<file path="src/rtl/fetch_stage.sv">
// fetch_stage -- instruction fetch for the bbtron datapath.
//
// Holds the PC, fetches one word at a time from instruction memory over a
// req/ack handshake, presents it to decode and resolves jump/branch targets.
// Every output is registered.
//
// Optional feature macro: FETCH_TIMEOUT_EN
//   defined   -> a watchdog counts FETCH cycles without imemAck. After
//                TIMEOUT_CYCLES of them, fetchError and halted are set and
//                the stage parks in HALT until reset.
//   undefined -> no counter is built, fetchError is tied 0, and FETCH waits
//                for the ack with no limit.
//
// Ports
//   clock, reset              : clock, async active-high reset
//   stall                     : decode cannot take the presented instruction
//   halt, jumpEn, branchEn    : consume-time controls from decode
//   jumpOffset, branchOffset  : sign-extended word offsets
//   imemReq, imemAddr         : fetch request, word address (== pc)
//   imemAck, imemData         : memory response
//   instrOut, instrPC         : presented instruction and its word address
//   instrValid                : instrOut/instrPC valid
//   halted, fetchError        : stopped by HALT or watchdog, watchdog fired
module fetch_stage #(
  parameter logic [31:0] RESET_PC       = 32'h0000_0000,
  parameter int unsigned TIMEOUT_CYCLES = 16
) (
  input  logic        clock,
  input  logic        reset,
  input  logic        stall,
  input  logic        halt,
  input  logic        jumpEn,
  input  logic [31:0] jumpOffset,
  input  logic        branchEn,
  input  logic [31:0] branchOffset,
  output logic        imemReq,
  output logic [31:0] imemAddr,
  input  logic        imemAck,
  input  logic [31:0] imemData,
  output logic [31:0] instrOut,
  output logic [31:0] instrPC,
  output logic        instrValid,
  output logic        halted,
  output logic        fetchError
);

  typedef enum logic [1:0] {IDLE, FETCH, HOLD, HALT} state_t;

  state_t      state;
  logic [31:0] pc;

  // The request address is the PC register itself, so it is registered.
  assign imemAddr = pc;

`ifdef FETCH_TIMEOUT_EN
  // The counter only has to reach TIMEOUT_CYCLES-1; the next miss fires.
  localparam int unsigned WD_W = (TIMEOUT_CYCLES > 2) ? $clog2(TIMEOUT_CYCLES) : 1;
  logic [WD_W-1:0] wdog;
  logic            wd_expire;
  assign wd_expire = (wdog == WD_W'(TIMEOUT_CYCLES - 1));
`else
  assign fetchError = 1'b0;
`endif

  always_ff @(posedge clock or posedge reset) begin
    if (reset) begin
      state      <= IDLE;
      pc         <= RESET_PC;
      imemReq    <= 1'b0;
      instrOut   <= '0;
      instrPC    <= '0;
      instrValid <= 1'b0;
      halted     <= 1'b0;
`ifdef FETCH_TIMEOUT_EN
      wdog       <= '0;
      fetchError <= 1'b0;
`endif
    end else begin
      case (state)
        IDLE: begin
          state   <= FETCH;
          imemReq <= 1'b1;
`ifdef FETCH_TIMEOUT_EN
          wdog    <= '0;
`endif
        end

        FETCH: begin
          if (imemAck) begin
            instrOut   <= imemData;
            instrPC    <= pc;
            pc         <= pc + 32'd1;
            instrValid <= 1'b1;
            imemReq    <= 1'b0;
            state      <= HOLD;
          end
`ifdef FETCH_TIMEOUT_EN
          else if (wd_expire) begin
            fetchError <= 1'b1;
            halted     <= 1'b1;
            imemReq    <= 1'b0;
            state      <= HALT;
          end else begin
            wdog <= wdog + 1'b1;
          end
`endif
        end

        HOLD: begin
          // Consume happens only when decode is not stalling; a stall
          // freezes the presented instruction and the PC.
          if (!stall) begin
            instrValid <= 1'b0;
            if (halt) begin
              halted <= 1'b1;
              state  <= HALT;
            end else begin
              state   <= FETCH;
              imemReq <= 1'b1;
`ifdef FETCH_TIMEOUT_EN
              wdog    <= '0;
`endif
              // pc already holds instrPC+1, which is the sequential target.
              if (jumpEn)
                pc <= instrPC + jumpOffset;
              else if (branchEn)
                pc <= instrPC + 32'd1 + branchOffset;
            end
          end
        end

        HALT: ;  // terminal until reset

        default: state <= IDLE;
      endcase
    end
  end

endmodule
</file>
<file path="config.mk">
export PLATFORM = sky130hd
export DESIGN_NAME = fetch_stage
export DESIGN_NICKNAME = d
export VERILOG_FILES = /design/src/rtl/fetch_stage.sv
export SDC_FILE = /design/constraint.sdc
export NUM_CORES = 1
export LEC_CHECK = 0
export ABC_AREA = 1
export CAP_MARGIN = 20
export CORE_UTILIZATION = 40
export CTS_CLUSTER_DIAMETER = 30
export DETAILED_ROUTE_END_ITERATION = 16
export GPL_TIMING_DRIVEN = 0
export HOLD_SLACK_MARGIN = 0.06
export PLACE_DENSITY = 0.72
export SYNTH_ARGS = -nofsm -noshare
export SYNTH_HDL_FRONTEND = slang
export SYNTH_SLANG_ARGS = --single-unit
</file>
<file path="constraint.sdc">
create_clock -name clock -period 4.3 [get_ports clock]
set_clock_uncertainty 0.05 [all_clocks]
set_input_delay 0.86 -clock clock [delete_from_list [all_inputs] [get_ports clock]]
set_output_delay 0.86 -clock clock [all_outputs]
set_load 0.01 [all_outputs]
</file>
Yosys cells after proc, flatten, opt, wreduce, memory -nomap -nowiden
Cells that the tools add are included.
{"block": "totals", "in_bits": 103, "output_inout_bits": 100, "ff_bits": 101, "wordCells": 44}
{"block": "classes", "n_bitwise": 1, "eq_ne": 6, "reduce_logical": 9, "addsub": 4, "mux": 17}
{"operator": "$mux W32", "n": 5}
{"operator": "$add A32 B1 Y32 const B", "n": 2}
{"operator": "$add A32 B32 Y32", "n": 2}
{"operator": "$pmux W32 S2", "n": 1}
{"operator": "$reduce_and A3 Y1", "n": 3}
{"operator": "$mux W2", "n": 3}
{"operator": "$ne A2 B2 Y1 const B", "n": 3}
{"operator": "$pmux W2 S3", "n": 1}
{"operator": "$mux W1", "n": 5}
{"operator": "$reduce_and A5 Y1", "n": 1}
{"operator": "$reduce_and A4 Y1", "n": 1}
{"operator": "$ne A3 B3 Y1 const B", "n": 1}
{"operator": "$pmux W1 S3", "n": 1}
{"operator": "$reduce_bool A3 Y1", "n": 1}
{"operator": "$eq A2 B1 Y1 const B", "n": 1}
{"operator": "$eq A2 B2 Y1 const B", "n": 1}
{"operator": "$logic_not A2 Y1", "n": 1}
{"operator": "$pmux W1 S2", "n": 1}
{"operator": "$reduce_and A2 Y1", "n": 1}
{"operator": "$reduce_bool A2 Y1", "n": 1}
{"operator": "$not A1 Y1", "n": 1}

Logic depth before layout (Yosys ltp)
Gate-level depths: netlist of run 1.
{"block": "depth", "depth_word": 7, "mapped_depth": 19, "ltp_nobuf": 19}

Worst setup path after synthesis of run 1
OpenSTA, ideal clock, no wires.
{"block": "synth_path", "path_kind": "input to register", "start": "input port branchOffset[0]", "end": "register pc[28], in the netlist imemAddr[28]", "setup_slack_ps": 1746, "setup_time_ps": 116, "cell_stages": 17, "path_buffers": 0, "required_time_ps": 4134, "arrival_time_ps": 2387, "path_cell_list": "inv_1 > ha_1 > inv_1 > fa_1 > nand2_1 > nand2_1 > and2_4 > nand2_1 > nand2_1 > nand2_1 > nand2_1 > nand2_1 > nand3_1 > nand3_1 > nand3_1 > nand2_1 > nand2_1"}
{"block": "synth_via", "elab_chain_len": 6}
{"element": "start, declared", "line": "35", "rtl": "input logic [31:0] branchOffset,"}
{"element": "$add A32 B32 Y32", "line": "127", "rtl": "pc <= instrPC + 32'd1 + branchOffset;"}
{"element": "$mux W32", "line": "126", "rtl": "else if (branchEn)"}
{"element": "$mux W32", "line": "124", "rtl": "if (jumpEn)"}
{"element": "$mux W32", "line": "114", "rtl": "if (halt) begin"}
{"element": "$mux W32", "line": "112", "rtl": "if (!stall) begin"}
{"element": "$pmux W32 S2", "line": "79", "rtl": "case (state)"}
{"element": "end signal, assigned", "line": "92", "rtl": "pc <= pc + 32'd1;"}
{"element": "end signal, assigned", "line": "125", "rtl": "pc <= instrPC + jumpOffset;"}
{"element": "end signal, assigned", "line": "127"}
{"element": "end, declared", "line": "50", "rtl": "logic [31:0] pc;"}
Every way passes these cells. The select of a mux whose other input is x is not followed.
A chain may end at the register's enable or synchronous reset.

Worst setup path after layout of run 1
{"block": "layout_path", "start": "input port branchOffset[0]", "end": "register pc[22], in the netlist imemAddr[22]"}
The elaborated chain is that of the path after synthesis.

==> metrics.md, run 1 <==
| Metric | Value |
|---|---|
| R2R Setup Slk | `1520 ps` |
| Crit path kind | `input pin to register` |
| Final min period | `3230 ps` |
| Global-route wire length before repair | `55600 µm` |
| Pwr dens | `716 mW/mm²` |
| Deepest clock path buffer count | `2` |
| Vias in the first global route | `10.6k` |
| Clk_lat worst skew | `350 ps` |
| Post-route clock period utilization | `75.2%` |
| Root buffer cell | `clkbuf_16` |
| Endpoints failing setup | `0` |
| Vias | `11.1k` |
| Min setup slack post-route | `1070 ps` |
| Worst R2R End | `imemAddr[22]$_DFFE_PP0P_` |
| Prevailing post-synth register cell | `dfrtp_1` |
| Reg2reg start | `instrPC[0]$_DFFE_PP0P_` |
| Reg area | `0.00253 mm²` |
| Syn_nets | `1767` |
| Worst Reg2Reg Path Length in Cells | `17` |
| Htree depth | `3` |
| Die W | `157 µm` |
| CTS buffer count | `9` |
| CP Data Arrival Time | `3460 ps` |
| Status | `completed` |
| Max-cap violations | `0` |
| Crit path max fanout | `4` |
| # diodes | `0` |
| RSZ-0062 raised after global routing | `false` |
| Relative slew slack | `49.6%` |
| CP Capture Point | `imemAddr[22]$_DFFE_PP0P_` |
| Cell Rows | `56` |
| Synth Warn # | `0` |
| DRC Markers | `0` |
| Register area share after synthesis | `26.3%` |
| Remaining global-route overflow | `0` |
| PortBufs | `201` |
| Dpl hpwl | `30000 µm` |
| CP startpoint kind | `input pin` |
| Fin util | `52.6%` |
| Worst min path class | `register to register` |
| Asr flop ratio synth | `100%` |
| Synth area leader | `dfrtp_1` |
| Tot GR Track Use | `29.8%` |
| Initial antenna violation count | `0` |
| Post-synth EDFFs | `0` |
| Final #Nets | `1980` |
| Commonest non-fill, non-tap cell in the layout | `nand2_1` |
| Die Area | `0.0246 mm²` |
| Final Max Tran Viols | `0` |
| Setup bufs post-CTS | `0` |
| Gpl congestion | `0.997` |
| DRT antenna net count | `0` |
| Starting Density | `40.9%` |
| I/O pins | `203` |
| Area growth syn-to-layout | `28.6%` |
| Syn Inst Count | `1596` |
| Largest cells by area after synthesis | `dfrtp_1 (26%), nand2_1 (24%), ha_1 (8.6%), inv_1 (8.5%), a21oi_1 (5.6%)` |
| Core ar. | `0.0235 mm²` |
| Setup crit end kind | `register` |
| DR WL/cell | `17.0 µm` |
| Maximum VDD drop | `353 µV` |
| Pre-antenna DRT Iters | `5` |
| Cell variety after synth | `49` |
| Crit path launch | `branchOffset[0]` |
| Vias per cell | `5.21` |
| CTS Hold Buffers Added | `0` |
| Iter 0 DRT Violations | `979` |
| Worst-Margin Slew | `756 ps` |
| Routed WL | `36200 µm` |
| TritonCTS clock tree | `yes` |
| # clock sinks | `101` |
| DIE HEIGHT | `157 µm` |
| Multi-input gate area | `0.00607 mm²` |
| Largest net degree at the start of global routing | `69` |
| Clock slew at the register clock pins of the worst setup and hold paths | `70 ps` |
| Fill cells | `2464` |
| Area share of the largest cell type after synthesis | `26.3%` |
| Final Hold Vio Count | `0` |
| Syn_area_per_cell | `6.01 µm²` |
| Post-cts repair resize count | `0` |
| Static Leakage | `6.51 nW` |
| Synthesized flop and latch total | `101` |
| Layout cells sized above 1 | `2.76%` |
| Dpl ws | `731 ps` |
| Mapped Area | `0.00960 mm²` |
| Most frequent cells in the layout | `nand2_1 (624), inv_1 (217), clkdlybuf4s50_1 (201)` |
| Fmax | `0.309 GHz` |
| CP required | `4520 ps` |
## synthesized netlist by cell type (2+ instances only)
cell	instances
or2_2	3
inv_2	6
clkbuf_1	20
nor3_2	2
inv_1	218
o22ai_1	6
nor2_2	2
dfrtp_1	101
a22oi_1	2
xor2_1	17
and2_1	2
buf_4	4
xnor2_1	2
buf_1	5
nand3b_1	7
o21bai_1	11
buf_6	3
ha_1	66
nor4_1	8
a221oi_1	2
nand3_1	104
o21ai_0	78
nand2_4	2
a21oi_1	107
nand4_1	22
nand2_1	624
fa_1	2
nor3_1	19
nor2_1	130
nand2_2	2
## sequential cells by signal, summed over array words and instances, names as in the netlist
signal	cells
instrPC	32
state	2
instrValid	1
halted	1
instrOut	32
imemReq	1
imemAddr	32
## area by class of cell
cell class / count / share of cell area, %
buffer: 33 / 1.32
clock buffer: 10 / 1.86
clock inverter: 6 / 0.578
inverter: 224 / 6.83
multi-input combinational: 1238 / 49.2
sequential: 101 / 20.5
tap: 319 / 3.23
timing repair buffer: 202 / 16.5
## where the power goes
part           internal [W]  switching (W)  total, W
Combinational       0.00233        0.00366   0.00599
Sequential          0.00140       0.000609   0.00201
Clock              0.000458       0.000377  0.000835
## worst max-delay path: stages
cell             delay (ps)
clkdlybuf4s50_1         400
inv_1                    60
ha_1                    150
inv_1                    80
fa_1                    390
nand2_1                 120
nand2_1                  90
nand3b_1                 80
nand2_1                 100
nand2_1                  80
nand2_1                 160
nand2_1                 100
nand2_1                  60
nand2_1                  60
nand2_1                  50
o21ai_0                 360
nand2_1                 120
a21oi_1                 140
## cells by family after synthesis
| family | Yosys count | synth area share, % |
|---|---|---|
| simple gates | 934 | 40.2 |
| buf+inv | 257 | 10.5 |
| compound gates | 215 | 12.1 |
| flops | 101 | 26.3 |
| fa+ha+maj | 68 | 9.02 |
| xor+xnor | 19 | 1.73 |
| other cells | 1 | 0.0391 |
| mux | 1 | 0.117 |
## metrics by stage
| step | TNS (ps) | area (µm²) | instances | total power (W) | hold WS, ps |
|---|---|---|---|---|---|
| 3_5_place_dp | 0 | 12000 | 2117 | 0.00790 | 414 |
| 3_3_place_gp | -83320 | 12000 | 2116 | 0.00782 | 411 |
| 2_1_floorplan | 0 | 9600 | 1596 | 0.00549 | 463 |
| 5_1_grt | 0 | 12300 | 2133 | 0.00960 | 456 |
| 6_report | 0 | 12300 | 2133 | 0.00883 | 428 |
| 4_1_cts | 0 | 12300 | 2133 | 0.00877 | 434 |
## metal layers
metal  GRT usage, %  vias up  part of all wire [%]  routed length (µm)
li1               -     5517                     -                   -
met1           37.8     5128                    43               15700
met2           52.1      398                    47               17100
met3           3.88       72                   6.2                2240
met4           9.90        0                   3.3                1180
met5              0        -                     0                   0
## how the worst min path moves through the flow
stage                                           to  slack [ps]                     start  cells after the start
final                     instrOut[15]$_DFFE_PP0P_         430  instrOut[15]$_DFFE_PP0P_                      2
after global routing      instrOut[15]$_DFFE_PP0P_         460  instrOut[15]$_DFFE_PP0P_                      2
after floorplan                 halted$_DFFE_PP0P_         460        halted$_DFFE_PP0P_                      1
after detailed placement  instrOut[15]$_DFFE_PP0P_         410  instrOut[15]$_DFFE_PP0P_                      2
after CTS                 instrOut[15]$_DFFE_PP0P_         430  instrOut[15]$_DFFE_PP0P_                      2
after global placement    instrOut[22]$_DFFE_PP0P_         410  instrOut[22]$_DFFE_PP0P_                      2
Note: power is estimated with default switching activity, not from simulation.
==> run 2, diff against run 1 <==
==> constraint.sdc (replaced) <==
create_clock -name clock -period 3.3 [get_ports clock]
set_clock_uncertainty 0.05 [all_clocks]
set_input_delay 0.66 -clock clock [delete_from_list [all_inputs] [get_ports clock]]
set_output_delay 0.66 -clock clock [all_outputs]
set_load 0.01 [all_outputs]
==> run 2 against run 1 <==
Sequential share of layout area barely moved; global-route usage fell by 0.87 points; clock power rose by 26%; cell count barely moved; utilization barely moved; routed wire length fell by 0.84%; die area did not move; combinational power rose by 30%; total power rose by 30%; first-iteration DRC count rose by 5.8%; count of clock-buffer cells in the layout did not move; final area barely moved; critical path type unchanged; critical endpoint is now imemAddr[18]$_DFFE_PP0P_.
==> metrics.md, run 2 (synthesized netlist as in run 1, its figures left out) <==
| Metric | Value |
|---|---|
| Status | `completed` |
| Max-cap violations | `0` |
| Worst min path class | `register to register` |
| Final min period | `2980 ps` |
| R2R Setup Slk | `590 ps` |
| Clk_lat worst skew | `350 ps` |
| CP peak stage delay | `390 ps` |
| Final Max Tran Viols | `0` |
| Worst Reg2Reg Path Length in Cells | `16` |
| CTS buffer count | `9` |
| Post-route cell area | `0.0123 mm²` |
| DR WL/cell | `16.8 µm` |
| DRT antenna net count | `0` |
| Met2 Wirelength | `16900 µm` |
| Buffer and inverter count on the worst path | `3` |
| DIE HEIGHT | `157 µm` |
| Crit path kind | `input pin to register` |
| Starting Density | `40.9%` |
| CP Capture Point | `imemAddr[18]$_DFFE_PP0P_` |
| Clock Power Share | `9.2%` |
| Sw power | `0.00606 W` |
| Fmax | `0.336 GHz` |
| Die Area | `0.0246 mm²` |
| TritonCTS clock tree | `yes` |
| Relative slew slack | `49.9%` |
| Levels on crit path | `17` |
| Root buffer cell | `clkbuf_16` |
| CTS Hold Buffers Added | `0` |
| CP Data Arrival Time | `3170 ps` |
| Area growth syn-to-layout | `28.6%` |
| Top Layer Used | `met4` |
| Setup bufs post-CTS | `0` |
| Routed WL | `35900 µm` |
| # diodes | `0` |
| Slowest cell on the critical path | `clkdlybuf4s50_1` |
| Commonest non-fill, non-tap cell in the layout | `nand2_1` |
| Reg2reg start | `instrPC[0]$_DFFE_PP0P_` |
| Gpl congestion | `1.02` |
| CP required | `3490 ps` |
| CP most frequent cell | `nand2_1` |
| Crit path max fanout | `4` |
| Pwr dens | `929 mW/mm²` |
| Static Leakage | `6.51 nW` |
| Pint | `0.00541 W` |
| Largest net degree at the start of global routing | `42` |
| Iter 0 DRT Violations | `1036` |
| RSZ-0062 raised after global routing | `false` |
| Dpl hpwl | `29500 µm` |
| Core ar. | `0.0235 mm²` |
| Clock slew at the register clock pins of the worst setup and hold paths | `70 ps` |
| Worst R2R End | `imemAddr[18]$_DFFE_PP0P_` |
| Layout cells sized above 1 | `2.87%` |
| Final Hold Vio Count | `0` |
| Setup crit end kind | `register` |
| Metal-1 WL | `15300 µm` |
| Tot GR Track Use | `29.0%` |
| Sw Ratio | `52.8%` |
| Deepest clock path buffer count | `2` |
| Met3 WL | `2700 µm` |
| Most frequent cells in the layout | `nand2_1 (624), inv_1 (217), clkdlybuf4s50_1 (201)` |
| Htree depth | `3` |
| Critical path cell sequence | `clkdlybuf4s50_1 -> inv_1 -> ha_1 -> inv_1 -> fa_1 -> nand2_1 -> nand2_1 -> nand3b_1 -> nand2_1 -> nand2_1 -> nand2_1 -> nand2_1 -> nand2_1 -> o21ai_0 -> nand3_1 -> nand2_1 -> nand2_1` |
| Post-route clock period utilization | `90.3%` |
| Vias per cell | `5.28` |
| Post-cts repair resize count | `0` |
| CP startpoint kind | `input pin` |
| Fin util | `52.6%` |
| Crit-path leading delay family | `simple AND/OR/NAND/NOR gates` |
| Dpl ws | `-95.5 ps` |
| Pre-antenna DRT Iters | `9` |
| Cell Rows | `56` |
| Placed cell areas | `0.0121 mm²` |
| Vias in the first global route | `10.4k` |
| Maximum VDD drop | `495 µV` |
| Endpoints failing setup | `0` |
| Remaining global-route overflow | `0` |
| DRC Markers | `0` |
| I/O pins | `203` |
| Min setup slack post-route | `321 ps` |
| Final #Nets | `1981` |
| Initial antenna violation count | `0` |
| Crit path launch | `branchOffset[0]` |
| Combinational power share | `68.1%` |
| Global-route wire length before repair | `54200 µm` |
| Die W | `157 µm` |
| Seq pwr share | `22.8%` |
| PortBufs | `201` |
| # clock sinks | `101` |
| Worst-Margin Slew | `752 ps` |
| Vias | `11.3k` |
## run 2: cell count changes in the layout (fill, tap and decap cells not counted)
cell,change
o21ai_1,+1
buf_16,-1
bufinv_16,-1
clkinv_4,-1
buf_12,+2
clkinvlp_4,+1
o21ai_0,-1
clkbuf_8,+1
inv_4,-1
inv_6,+1
clkbuf_1,-1
inv_8,+1
## run 2: worst min path at each step
stage,start,to,cells past startpoint
floorplan,halted$_DFFE_PP0P_,halted$_DFFE_PP0P_,1
global placement,instrOut[17]$_DFFE_PP0P_,instrOut[17]$_DFFE_PP0P_,2
detailed placement,instrOut[10]$_DFFE_PP0P_,instrOut[10]$_DFFE_PP0P_,2
CTS,halted$_DFFE_PP0P_,halted$_DFFE_PP0P_,1
global route,instrOut[17]$_DFFE_PP0P_,instrOut[17]$_DFFE_PP0P_,2
finish,instrOut[28]$_DFFE_PP0P_,instrOut[28]$_DFFE_PP0P_,2
## run 2: final cells by class
class                   count  area [µm²]
fillers                  2375       11100
multi-input cells        1238        6070
flip-flops and latches    101        2530
repair buffers            203        2050
inverters                 224         845
well taps                 319         399
clock buffers              10         239
plain buffers              33         163
clock inverters             6        52.6
## run 2: through the flow
step           total power, W  TNS, ps  hold slack, ps  instances
2_1_floorplan         0.00716        0             463       1596
3_3_place_gp           0.0101    -86.3             412       2116
3_5_place_dp           0.0102    -95.5             414       2118
4_1_cts                0.0113        0             438       2134
5_1_grt                0.0124        0             460       2134
6_report               0.0115        0             433       2134
## run 2: layer usage
metal / up-vias / GRT usage [%]
met5: - / 0
met4: 0 / 9.80
met3: 75 / 3.80
met2: 510 / 50.7
met1: 5147 / 36.6
li1: 5526 / -
## run 2: power by group through the flow
stage,Combinational (W),Clock [W],Sequential [W]
final,0.00781,0.00105,0.00261
after global routing,0.00861,0.00112,0.00268
after CTS,0.00770,0.00106,0.00258
after detailed placement,0.00766,0,0.00259
after global placement,0.00756,0,0.00259
after floorplan,0.00457,0,0.00259
## run 2: worst register-to-register path, stage by stage, from the launching register on
cell and delay (ps):
dfrtp_1 420, inv_1 70, ha_1 150, inv_1 70
fa_1 380, nand2_1 130, nand2_1 90, nand3b_1 80
nand2_1 90, nand2_1 80, nand2_1 150, nand2_1 100
nand2_1 60, o21ai_0 310, nand3_1 200, nand2_1 100
nand2_1 60
